`config.mk`:
```
export PLATFORM = sky130hd
export DESIGN_NAME = demod_lo_ctrl
export DESIGN_NICKNAME = d
export VERILOG_FILES = /design/src/rtl/demod_ctrl_pkg.sv /design/src/rtl/demod_lo_rom.sv /design/src/rtl/demod_lo_ctrl.sv
export SDC_FILE = /design/constraint.sdc
export NUM_CORES = 1
export LEC_CHECK = 0
export ABC_AREA = 1
export BUFFER_PORTS_ARGS = -buffer_cell sky130_fd_sc_hd__buf_2
export CORE_MARGIN = 5
export CORE_UTILIZATION = 43
export DETAILED_ROUTE_END_ITERATION = 10
export PLACE_DENSITY_LB_ADDON = 0.2
export SLEW_MARGIN = 15
export SYNTH_ARGS = -nofsm -noshare
export SYNTH_HDL_FRONTEND = slang
export SYNTH_SLANG_ARGS = --single-unit
```
`constraint.sdc`:
```
create_clock -name clk -period 3.8 [get_ports clk]
set_input_delay 0 -clock clk [delete_from_list [all_inputs] [get_ports clk]]
set_output_delay 0 -clock clk [all_outputs]
set_load 0.02 [all_outputs]
```
`src/rtl/demod_ctrl_pkg.sv`:
```
// Shared types and constants for the IQ demodulator LO sequencer.
// Holds the ternary LO table, phase steps and the sequencer state type.
package demod_ctrl_pkg;

    typedef logic signed [1:0] lo_t;

    typedef enum logic [1:0] {
        ST_IDLE   = 2'd0,
        ST_SETTLE = 2'd1,
        ST_RUN    = 2'd2
    } demod_ctrl_state_e;

    // Ternary quadrature table indexed by phase 0..7 (45 deg per index)
    localparam lo_t LO_COS [8] = '{
        2'b01, 2'b01, 2'b00, 2'b11,
        2'b11, 2'b11, 2'b00, 2'b01
    };
    localparam lo_t LO_SIN [8] = '{
        2'b00, 2'b01, 2'b01, 2'b01,
        2'b00, 2'b11, 2'b11, 2'b11
    };

    localparam logic [2:0] STEP_FS4 = 3'd2;
    localparam logic [2:0] STEP_FS8 = 3'd1;

endpackage

```
`src/rtl/demod_lo_rom.sv`:
```
// Combinational phase -> (sin, cos) lookup for the ternary LO.
// Never produces -2; table holds only -1, 0, +1.
module demod_lo_rom
    import demod_ctrl_pkg::*;
(
    input  logic [2:0] phase_i,
    output lo_t        sin_o,
    output lo_t        cos_o
);

    assign sin_o = LO_SIN[phase_i];
    assign cos_o = LO_COS[phase_i];

endmodule

```
`src/rtl/demod_lo_ctrl.sv`:
```
// LO sequencer: burst control, settle discard, phase accumulation
// and registered LO / strobe outputs for the IQ demodulator.
module demod_lo_ctrl
    import demod_ctrl_pkg::*;
#(
    parameter int CNT_W  = 16,
    parameter int SETTLE = 2
) (
    input  logic             clk,
    input  logic             resetn,
    input  logic             start,
    input  logic             stop,
    input  logic             mode,
    input  logic [2:0]       phase_init,
    input  logic [CNT_W-1:0] burst_len,
    input  logic             ADC_rdy,
    output lo_t              sine_out,
    output lo_t              cosine_out,
    output logic             adc_rdy_q,
    output logic             busy,
    output logic             done,
    output logic [CNT_W-1:0] sample_cnt
);

    localparam int SW = $clog2(SETTLE + 1);

    demod_ctrl_state_e state_q, state_d;
    logic              mode_q, mode_d;
    logic [2:0]        pinit_q, pinit_d;
    logic [CNT_W-1:0]  blen_q, blen_d;
    logic [SW-1:0]     settle_q, settle_d;
    logic [2:0]        phase_q, phase_d;
    logic [CNT_W-1:0]  cnt_q, cnt_d;
    lo_t               sin_q, sin_d;
    lo_t               cos_q, cos_d;
    logic              rdy_q, rdy_d;
    logic              done_q, done_d;

    lo_t               rom_sin;
    lo_t               rom_cos;
    logic [2:0]        step;
    logic [CNT_W-1:0]  cnt_inc;

    demod_lo_rom u_rom (
        .phase_i (phase_q),
        .sin_o   (rom_sin),
        .cos_o   (rom_cos)
    );

    assign step    = mode_q ? STEP_FS8 : STEP_FS4;
    assign cnt_inc = cnt_q + CNT_W'(1);

    // Next-state, config latch, counters and output values
    always_comb begin
        state_d  = state_q;
        mode_d   = mode_q;
        pinit_d  = pinit_q;
        blen_d   = blen_q;
        settle_d = settle_q;
        phase_d  = phase_q;
        cnt_d    = cnt_q;
        sin_d    = sin_q;
        cos_d    = cos_q;
        rdy_d    = 1'b0;
        done_d   = 1'b0;
        unique case (state_q)
            ST_IDLE: begin
                sin_d = '0;
                cos_d = '0;
                if (start && !stop) begin
                    state_d  = ST_SETTLE;
                    mode_d   = mode;
                    pinit_d  = phase_init;
                    blen_d   = burst_len;
                    cnt_d    = '0;
                    settle_d = SW'(SETTLE);
                end
            end
            ST_SETTLE: begin
                sin_d = '0;
                cos_d = '0;
                if (stop) begin
                    state_d = ST_IDLE;
                end else if (ADC_rdy) begin
                    settle_d = settle_q - SW'(1);
                    if (settle_q == SW'(1)) begin
                        state_d = ST_RUN;
                        phase_d = pinit_q;
                    end
                end
            end
            ST_RUN: begin
                // done_q marks the cycle after the last sample: leave then
                if (stop || done_q) begin
                    state_d = ST_IDLE;
                    sin_d   = '0;
                    cos_d   = '0;
                end else if (ADC_rdy) begin
                    sin_d   = rom_sin;
                    cos_d   = rom_cos;
                    rdy_d   = 1'b1;
                    phase_d = phase_q + step;
                    cnt_d   = cnt_inc;
                    if (blen_q != '0 && cnt_inc == blen_q) begin
                        done_d = 1'b1;
                    end
                end
            end
            default: begin
                state_d = ST_IDLE;
                sin_d   = '0;
                cos_d   = '0;
            end
        endcase
    end

    // State and output registers, cleared asynchronously
    always_ff @(posedge clk or negedge resetn) begin
        if (!resetn) begin
            state_q  <= ST_IDLE;
            mode_q   <= 1'b0;
            pinit_q  <= '0;
            blen_q   <= '0;
            settle_q <= '0;
            phase_q  <= '0;
            cnt_q    <= '0;
            sin_q    <= '0;
            cos_q    <= '0;
            rdy_q    <= 1'b0;
            done_q   <= 1'b0;
        end else begin
            state_q  <= state_d;
            mode_q   <= mode_d;
            pinit_q  <= pinit_d;
            blen_q   <= blen_d;
            settle_q <= settle_d;
            phase_q  <= phase_d;
            cnt_q    <= cnt_d;
            sin_q    <= sin_d;
            cos_q    <= cos_d;
            rdy_q    <= rdy_d;
            done_q   <= done_d;
        end
    end

    assign sine_out   = sin_q;
    assign cosine_out = cos_q;
    assign adc_rdy_q  = rdy_q;
    assign busy       = (state_q != ST_IDLE);
    assign done       = done_q;
    assign sample_cnt = cnt_q;

endmodule
```
==> metrics.cfg, run 1 <==
[global_route]
grt_pass1_vias = 2659
grt_pass1_wl_um = 12200
track_usage_pct = 18.1
antenna_found_initial = 0
grt_overflow = 0
grt_max_degree = 50

[min_path]
min_path_cells = 3
hp-class = input pin to register

[clock_tree]
tritoncts = done
cts.sinks = 49
clkLatencyLatePin_ns = 0.30
cts_setup_buffers = 0
h-tree-depth = 2
cts-root-buf = clkbuf_8
cts_buffers = 5
cts_resized = 0
ctsHoldBuffers = 21
clock_path_buffers = 2
clk_pin_slew_ns = 0.09

[synthesis]
syn_area_mm2 = 0.00273
ys_ff_latch = 49
synth_edf_count = 0
ys_warn_count = 0
ys.flop_type = dfrtp_1
yosysSeqAreaShare_pct = 44.9
avgSynthCellArea_um2 = 7.15
async_flop_share_pct = 100
syn-instance-count = 382
ys_types = 29
synth_nets = 411

[floorplanning]
core_area_mm2 = 0.00628
die_x_um = 89.7
ios = 48
die_y_um = 89.7
initial_utilization_pct = 43.5
placementRows = 29
die_area_mm2 = 0.00805

[sta]
finalSetupTns_ns = 0
drv_slew = 0
finClkSkew_ns = 0.00641
rsz0062_at_grt = false
min_period_ns = 1.82
tightest_slew_ns = 0.620
hold_viol = 0
setup_viol = 0
slew_headroom_pct = 58.7
fmax_mhz = 549
period_share_pct = 47.9
timing.hold.ws_ns = 0.0266

[job]
maxCapViolations = 0

[setup_path]
crit_chain = nand2_2 > nor2_1 > nand2_1 > clkinv_1 > o21ai_0 > o21ai_0
crit_path_end_kind = register
arrival_ns = 2.00
slowest_stage = dfrtp_1
worst-path-max-fanout = 13
crit_path_start_kind = register
cpPeakStageDelay_ns = 0.41
reg2regPathDepth = 6
cp_common_cell = o21ai_0
cp_data_required_time_ns = 3.98
worst-setup-path-type = register to register

[detailed_routing]
drt.antenna.violating_nets = 0
wire_per_inst_um = 13.4
wl_met2_um = 3450
route.final.wire_length_um = 7100
met1_length_um = 3130
drt_iter0_markers = 140
vias_per_cell = 5.00
drt-pass1-iter-count = 5
drcViolationCount = 0
wl_met3_um = 422
top_layer_used = met4
num_vias = 2653

[place]
io_buffers = 47
gp_congestion = 0.838
hpwl_um = 5160

[layout]
diodes = 0
area_growth_pct = 24.5
final_common_cell = nand2_1
layout.nets = 482
final_cell_mix = 147 x nand2_1, 49 x dfrtp_1, 47 x buf_2, 44 x inv_1, 38 x nor2_1
drive_gt1_share_pct = 15.2

[outcome]
outcome = finished clean

[power]
ir_worst_vdd_v = 0.000224
p_per_area_mw_per_mm2 = 478
power.leakage_uw = 0.00174

where the power goes:
part           internal (µW)  switching [µW]  total [µW]
clock network            262             178         439
registers                632             112         745
logic                    180             261         441
total                   1070             551        1620
stage by stage:
step	instances	power [µW]	worst slack [ns]	utilization (%)	instance area, µm²
global route	531	1750	1.68	54.2	3400
floorplan	382	1040	2.17	-	2730
global placement	502	1170	2.06	48.7	3060
detailed placement	502	1180	2.04	48.7	3060
finish	531	1620	1.98	54.2	3400
CTS	531	1640	2.01	54.2	3400
registers in the layout (all words and copies together), names as in the netlist:
register,cells
blen_q,16
sample_cnt,16
phase_q,3
pinit_q,3
cosine_out,2
settle_q,2
sine_out,2
state_q,2
adc_rdy_q,1
done,1
mode_q,1
layout make-up:
type                       count  area, µm²
inverter                      45        169
sequential                    49       1230
timing repair buffer          70        460
clock inverter                 3       65.1
tap                           77       96.3
multi-input combinational    282       1310
clock buffer                   5       68.8
fill                         601       2880
logic make-up after synthesis:
| family | share of synthesized area, % |
|---|---|
| AO/OA/AOI/OAI | 9.21 |
| XOR/XNOR | 0.641 |
| adder cells (fa/ha/maj) | 2.11 |
| buffers and inverters | 7.19 |
| flip-flops | 44.9 |
| AND/OR/NAND/NOR | 36.0 |
worst max-delay path, delay by kind of cell, from the launching register on:
| family | cells | cell delay, ns |
|---|---|---|
| AND/OR/NAND/NOR | 3 | 0.57 |
| flip-flops | 1 | 0.41 |
| AO/OA/AOI/OAI | 2 | 0.34 |
| buffers and inverters | 1 | 0.39 |
layer usage:
layer	GRT usage (%)	up-vias
li1	-	1359
met1	23.4	1206
met2	30.9	80
met3	3.51	8
met4	4.79	0
met5	0	-
synth_stat cells, types with 3 or more instances:
cell	count	area, µm²
buf_2	4	20.0
nand3b_1	9	67.6
a21oi_1	4	20.0
nor2_2	3	18.8
ha_1	3	37.5
nand2_1	147	552
o22ai_1	10	62.6
o21ai_0	20	100
nand3_1	24	120
dfrtp_1	49	1230
nand2_2	4	25.0
nor2_1	38	143
nor3_1	3	15.0
inv_1	44	165
path summary, 6_finish.rpt:
| path | slack, ns | from | to |
|---|---|---|---|
| setup / recovery | 1.98 | state_q[1] | sine_out[1] |
| hold / removal | 0.03 | ADC_rdy | settle_q[0] |
| setup reg to reg | 1.98 | state_q[1] | sine_out[1] |
| hold reg to reg | 0.49 | cosine_out[0] | cosine_out[0] |
| max in group asynchronous | 3.06 | resetn | sample_cnt[7] |
| min in group asynchronous | 0.32 | resetn | sample_cnt[2] |
Power figures use the tool's default switching activity.
==> run 2: changes to the inputs <==
==> constraint.sdc (replaced) <==
create_clock -name clk -period 1.62 [get_ports clk]
set_input_delay 0 -clock clk [delete_from_list [all_inputs] [get_ports clk]]
set_output_delay 0 -clock clk [all_outputs]
set_load 0.02 [all_outputs]
==> run 2 against run 1 <==
Clock skew is 0.0062 ns higher. Non-clock buffer count up 24. Final cell count increased by 4.5%. Die area is the same. Sequential share of layout area down 2.1 points. Setup slack worse by 1.9 ns. Via count rose by 4.5%. Global-route usage grew 0.73 points. Maximum frequency is 16% higher. Count of clock-buffer cells in the layout is the same. Critical endpoint is now done. Largest cell class unchanged.
==> metrics.cfg, run 2 (same netlist as run 1, synthesis figures left out) <==
[clock_tree]
clk_pin_slew_ns = 0.11  ; +0.02 ns
cts.sinks = 49  ; unchanged
tritoncts = done
clock_path_buffers = 2  ; unchanged
clkLatencyLatePin_ns = 0.32  ; +0.02 ns
cts-root-buf = clkbuf_8
cts_buffers = 5  ; unchanged
h-tree-depth = 2  ; unchanged

[sta]
slew_headroom_pct = 71.3  ; +13 points
finClkSkew_ns = 0.0127  ; +0.00624 ns
timing.hold.ws_ns = 0.0817  ; +0.0552 ns
period_share_pct = 97.1  ; +49 points
min_period_ns = 1.57  ; -0.249 ns
fmax_mhz = 636  ; +16%
rsz0062_at_grt = true
hold_viol = 0  ; unchanged
setup_viol = 0  ; unchanged
postLayoutSetupSlackWorst_ns = 0.0468  ; -1.93 ns
drv_slew = 0  ; unchanged
tightest_slew_ns = 0.431  ; -0.189 ns

[global_route]
grt_pass1_wl_um = 12700  ; +4.1%
grt_overflow = 0  ; unchanged
grt_pass1_vias = 2796  ; +5.2%
track_usage_pct = 18.8  ; +0.73 points
antenna_found_initial = 0  ; unchanged
grt_max_degree = 50  ; unchanged

[layout]
final_common_cell = nand2_1
utilization_pct = 57.9  ; +3.7 points
finalNonFillerCells = 555  ; +4.5%
diodes = 0  ; unchanged
layout.nets = 506  ; +5.0%
drive_gt1_share_pct = 22.4  ; +7.2 points
area_growth_pct = 33.0
final_cell_mix = 146 x nand2_1, 47 x buf_2, 43 x inv_1, 42 x dfrtp_1, 35 x nor2_1
fill_cells = 612  ; +1.8%

[place]
dp_cells = 520  ; +3.6%
io_buffers = 47  ; unchanged
hpwl_um = 5400  ; +4.8%
dp_slack_ns = -0.0475  ; -2.09 ns
gp_congestion = 0.883  ; +5.4%

[detailed_routing]
drt_iter0_markers = 158  ; +13%
drt.antenna.violating_nets = 0  ; unchanged
num_vias = 2772  ; +4.5%
vias_per_cell = 4.99  ; about the same
wire_per_inst_um = 13.2  ; -1.0%
route.final.wire_length_um = 7340  ; +3.5%
drcViolationCount = 0  ; unchanged
drt-pass1-iter-count = 4  ; -1

[power]
p_clk_share_pct = 21.6  ; -5.4 points
p_per_area_mw_per_mm2 = 1020  ; +110%
ir_worst_vdd_v = 0.000749  ; +230%
p_switching_uw = 1370  ; +150%
p_seq_share_pct = 46.6  ; +0.8 points
power.leakage_uw = 0.00184  ; +6.2%
cellInternalPower_uw = 2340  ; +120%
swShare_pct = 37.0  ; +3.1 points
p_comb_share_pct = 31.8  ; +4.7 points
p_total_uw = 3720  ; +130%

[setup_path]
crit_buf_inv = 0  ; -1
cpPeakStageDelay_ns = 0.47  ; +0.06 ns
crit_path_end_kind = register
worst-path-max-fanout = 3  ; -10
slowest_stage = dfrtp_2
crit_path_start_kind = register
cp_data_required_time_ns = 1.88  ; -2.10 ns
cp_common_cell = nor2_1
arrival_ns = 1.83  ; -0.17 ns
crit_chain = ha_4 > xnor2_1 > nand2_1 > nor2_1 > nand3_1 > nor2_1 > nand2_1 > nor2_1 > nand3_1 > nor2_1
critPathTopFamily = simple AND/OR/NAND/NOR gates
worst-setup-path-type = register to register

[floorplanning]
die_x_um = 89.7  ; unchanged
ios = 48  ; unchanged
die_area_mm2 = 0.00805  ; unchanged
initial_utilization_pct = 43.5  ; unchanged
die_y_um = 89.7  ; unchanged
core_area_mm2 = 0.00628  ; unchanged
placementRows = 29  ; unchanged

[job]
maxCapViolations = 0  ; unchanged

[min_path]
hp-class = input pin to register

[outcome]
outcome = finished clean

run 2: cell count changes in the layout (fill, tap and decap cells not counted), sizes merged:
cell,before,now
inv,44,46
bufinv,2,0
dlygate4sd3,21,22
buf,49,72
run 2: final timing paths:
check,to,cells past startpoint,slack (ns),startpoint
min reg2reg,pinit_q[0],2,0.48,pinit_q[0]
max in group asynchronous,sample_cnt[9],3,1.18,resetn
max reg2reg,done,10,0.05,sample_cnt[1]
max,done,10,0.05,sample_cnt[1]
min in group asynchronous,sample_cnt[6],3,0.18,resetn
min,settle_q[0],4,0.08,stop
run 2: final cells by class:
| class | count | area (µm²) | area share (%) |
|---|---|---|---|
| inverter | 45 | 169 | 4.65 |
| clock inverter | 3 | 28.8 | 0.792 |
| multi-input combinational | 282 | 1380 | 37.9 |
| clock buffer | 5 | 68.8 | 1.89 |
| sequential | 49 | 1230 | 34.0 |
| tap | 77 | 96.3 | 2.65 |
| timing repair buffer | 94 | 659 | 18.1 |
run 2: routing by layer:
| metal | wire length [µm] | global-route usage [%] |
|---|---|---|
| met4 | 95 | 4.28 |
| met2 | 3640 | 33.0 |
| met3 | 365 | 4.17 |
| met1 | 3240 | 23.6 |
| met5 | 0 | 0 |
run 2: repair_timing:
action                                 CTS  global route
gates resized for setup                  4            18
setup buffers                            1             4
endpoints found under the hold margin   70             0
setup endpoints to repair                1             1
hold buffers                            22             0
pin swaps                                0             7
run 2: worst min-delay path, cell delays in order:
cell	delay [ns]
buf_2	0.13
nor2_1	0.07
inv_1	0.09
o31ai_1	0.08
run 2: through the flow:
step / TNS (ns) / area (µm²)
after floorplan: 0 / 2730
after global placement: -0.00250 / 3200
after detailed placement: -0.0475 / 3200
after CTS: 0 / 3540
after global routing: -0.119 / 3630
final: 0 / 3630
run 2: power by group through the flow:
stage | combinational, µW | clock [µW] | sequential, µW
6_report | 1180 | 803 | 1730
5_1_grt | 1370 | 884 | 1780
4_1_cts | 1180 | 828 | 1730
3_5_place_dp | 1120 | 0 | 1760
3_3_place_gp | 1090 | 0 | 1750
2_1_floorplan | 734 | 0 | 1700
==> run 3: changes to the inputs <==
--- a/config.mk
+++ b/config.mk
@@ -7,7 +7,7 @@
 export LEC_CHECK = 0
 export ABC_AREA = 1
 export BUFFER_PORTS_ARGS = -buffer_cell sky130_fd_sc_hd__buf_2
-export CORE_MARGIN = 5
+export CORE_MARGIN = 10
 export CORE_UTILIZATION = 43
 export DETAILED_ROUTE_END_ITERATION = 10
 export PLACE_DENSITY_LB_ADDON = 0.2
==> constraint.sdc (replaced) <==
create_clock -name clk -period 1.62 [get_ports clk]
set_input_delay 0.081 -clock clk [delete_from_list [all_inputs] [get_ports clk]]
set_output_delay 0.081 -clock clk [all_outputs]
set_load 0.02 [all_outputs]
==> run 3 against run 2 <==
Sequential power is essentially flat. Setup slack worse by 0.038 ns. Final cell count is 0.90% higher. Total power is 1.7% lower. Die area grew 24%. Critical endpoint unchanged. Largest cell class unchanged. Largest power group unchanged. Highest routed layer unchanged.
==> metrics.cfg, run 3 (same netlist as run 1, synthesis figures left out) <==
[min_path]
hold_start = burst_len[10]
hp-class = input pin to register

[clock_tree]
clock_path_buffers = 2  ; unchanged
tritoncts = done
cts-root-buf = clkbuf_8
cts_buffers = 5  ; unchanged
clk_pin_slew_ns = 0.10  ; about the same
cts.sinks = 49  ; unchanged
h-tree-depth = 2  ; unchanged
clkLatencyLatePin_ns = 0.31  ; about the same

[setup_path]
worst-path-max-fanout = 6  ; +3
reg2regPathDepth = 10  ; unchanged
cp_common_cell = nand2_1
endpoint = done
crit_path_end_kind = register
critPathTopFamily = simple AND/OR/NAND/NOR gates
cpPeakStageDelay_ns = 0.45  ; -0.02 ns
crit_path_start_kind = register
slowest_stage = dfrtp_2
r2r_end = done
cp_data_required_time_ns = 1.87  ; about the same
path_depth = 10  ; unchanged
rrSetupSlack_ns = 0.009  ; -0.04 ns
reg2reg_from = sample_cnt[7]
arrival_ns = 1.87  ; +0.04 ns
worst-setup-path-type = register to register
crit_buf_inv = 0  ; unchanged
worstSetupStartpoint = sample_cnt[7]
crit_chain = nand2_2 > nor2_4 > nand2_1 > nor2_4 > nand2_1 > nand3_1 > nand2_1 > nor2_1 > nand3_1 > nor2_1

[global_route]
met2_usage_pct = 27.1  ; -5.9 points
grt.busiest_layer = met2
met1_usage_pct = 17.1  ; -6.5 points
use_met3_pct = 4.50  ; +0.32 points
grt_pass1_wl_um = 12700  ; -0.38%
grt_max_degree = 21  ; -58%
track_usage_pct = 15.3  ; -3.5 points
antenna_found_initial = 1  ; +1
grt_pass1_vias = 2763  ; -1.2%
grt_overflow = 0  ; unchanged

[layout]
finalNonFillerCells = 560  ; +0.90%
area_growth_pct = 36.3
fill_cells = 569  ; -7.0%
final_common_cell = nand2_1
multi_input_area_mm2 = 0.00143  ; +4.1%
final_cell_mix = 140 x nand2_1, 47 x buf_2, 42 x dfrtp_1, 41 x inv_1, 31 x buf_4
drive_gt1_share_pct = 27.3  ; +4.9 points
final-seq-area_mm2 = 0.00123  ; unchanged
layout.nets = 512  ; +1.2%

[outcome]
outcome = finished clean

[floorplanning]
core_area_mm2 = 0.00606  ; -3.4%
die_y_um = 99.7  ; +11%
placementRows = 28  ; -3.4%
initial_utilization_pct = 45.1  ; +1.6 points
die_x_um = 99.7  ; +11%
ios = 48  ; unchanged
die_area_mm2 = 0.00994  ; +24%

[detailed_routing]
drt-pass1-iter-count = 5  ; +1
drcViolationCount = 0  ; unchanged
vias_per_cell = 5.04  ; +0.93%
num_vias = 2823  ; +1.8%
drt.antenna.violating_nets = 0  ; unchanged
wire_per_inst_um = 14.2  ; +7.2%
route.final.wire_length_um = 7940  ; +8.2%
drt_iter0_markers = 89  ; -44%

[power]
power.leakage_uw = 0.00189  ; +2.5%
p_per_area_mw_per_mm2 = 982  ; -4.1%
ir_worst_vdd_v = 0.000643  ; -14%

[sta]
tightest_slew_ns = 0.454  ; +0.0238 ns
finClkSkew_ns = 0.0105  ; -0.00220 ns
rsz0062_at_grt = true
period_share_pct = 99.5  ; +2.4 points
fmax_mhz = 621  ; -2.4%
drv_slew = 0  ; unchanged
finalSetupTns_ns = 0  ; unchanged
timing.hold.ws_ns = 0.00741  ; -0.0743 ns
slew_headroom_pct = 69.7  ; -1.6 points
hold_viol = 0  ; unchanged
min_period_ns = 1.61  ; +0.0382 ns
setup_viol = 0  ; unchanged
postLayoutSetupSlackWorst_ns = 0.00860  ; -0.0382 ns

[place]
dp_cells = 518  ; -0.38%
dp_slack_ns = -0.0679  ; -0.0204 ns
gp_congestion = 0.869  ; -1.6%
hpwl_um = 5950  ; +10%
io_buffers = 47  ; unchanged

[job]
maxCapViolations = 0  ; unchanged

==> run 3: through the flow <==
stage,utilization (%),instance area (µm²),total power (µW)
6_report,61.4,3720,3660
3_3_place_gp,52.8,3200,2820
3_5_place_dp,52.8,3200,2860
4_1_cts,57.9,3510,3640
5_1_grt,61.4,3720,3910
2_1_floorplan,-,2730,2430
==> run 3: worst min-delay path, delay by kind of cell <==
kind | cells | cell delay [ns]
buf+inv | 1 | 0.07
simple gates | 1 | 0.06
compound gates | 1 | 0.07
==> run 3: layout make-up <==
type | count | share of cell area [%]
clock inverter | 3 | 0.470
timing repair buffer | 100 | 18.8
antenna | 1 | 0.0672
tap | 75 | 2.52
clock buffer | 5 | 1.85
inverter | 45 | 4.64
multi-input combinational | 282 | 38.5
sequential | 49 | 33.2
==> run 3: power breakdown <==
part / leakage, µW / internal (µW) / switching [µW] / total [µW]
Clock: 0.0000439 / 299 / 443 / 743
Sequential: 0.000626 / 1480 / 262 / 1750
Combinational: 0.00122 / 511 / 655 / 1170
==> run 3: what timing repair did <==
action                     CTS  global route
setup buffers                2            12
resized for setup            4            41
gates cloned                 0             0
hold buffers                19             0
hold endpoints to repair    34             0
pin swaps                    0            11
setup endpoints to repair    1             3
==> run 3: worst min-delay path by stage <==
stage | endpoint | slack (ns) | cells past startpoint
after floorplan | adc_rdy_q | -0.21 | 0
after global placement | sample_cnt[3] | 0.05 | 1
after detailed placement | sample_cnt[3] | 0.05 | 1
after CTS | blen_q[10] | 0.002 | 3
after global routing | blen_q[10] | 0.02 | 3
final | blen_q[10] | 0.007 | 3
==> run 3: layer usage <==
metal | vias up | share of wire [%]
met3 | 11 | 5.9
li1 | 1412 | -
met4 | 0 | 1.6
met2 | 72 | 51
met1 | 1328 | 41
met5 | - | 0
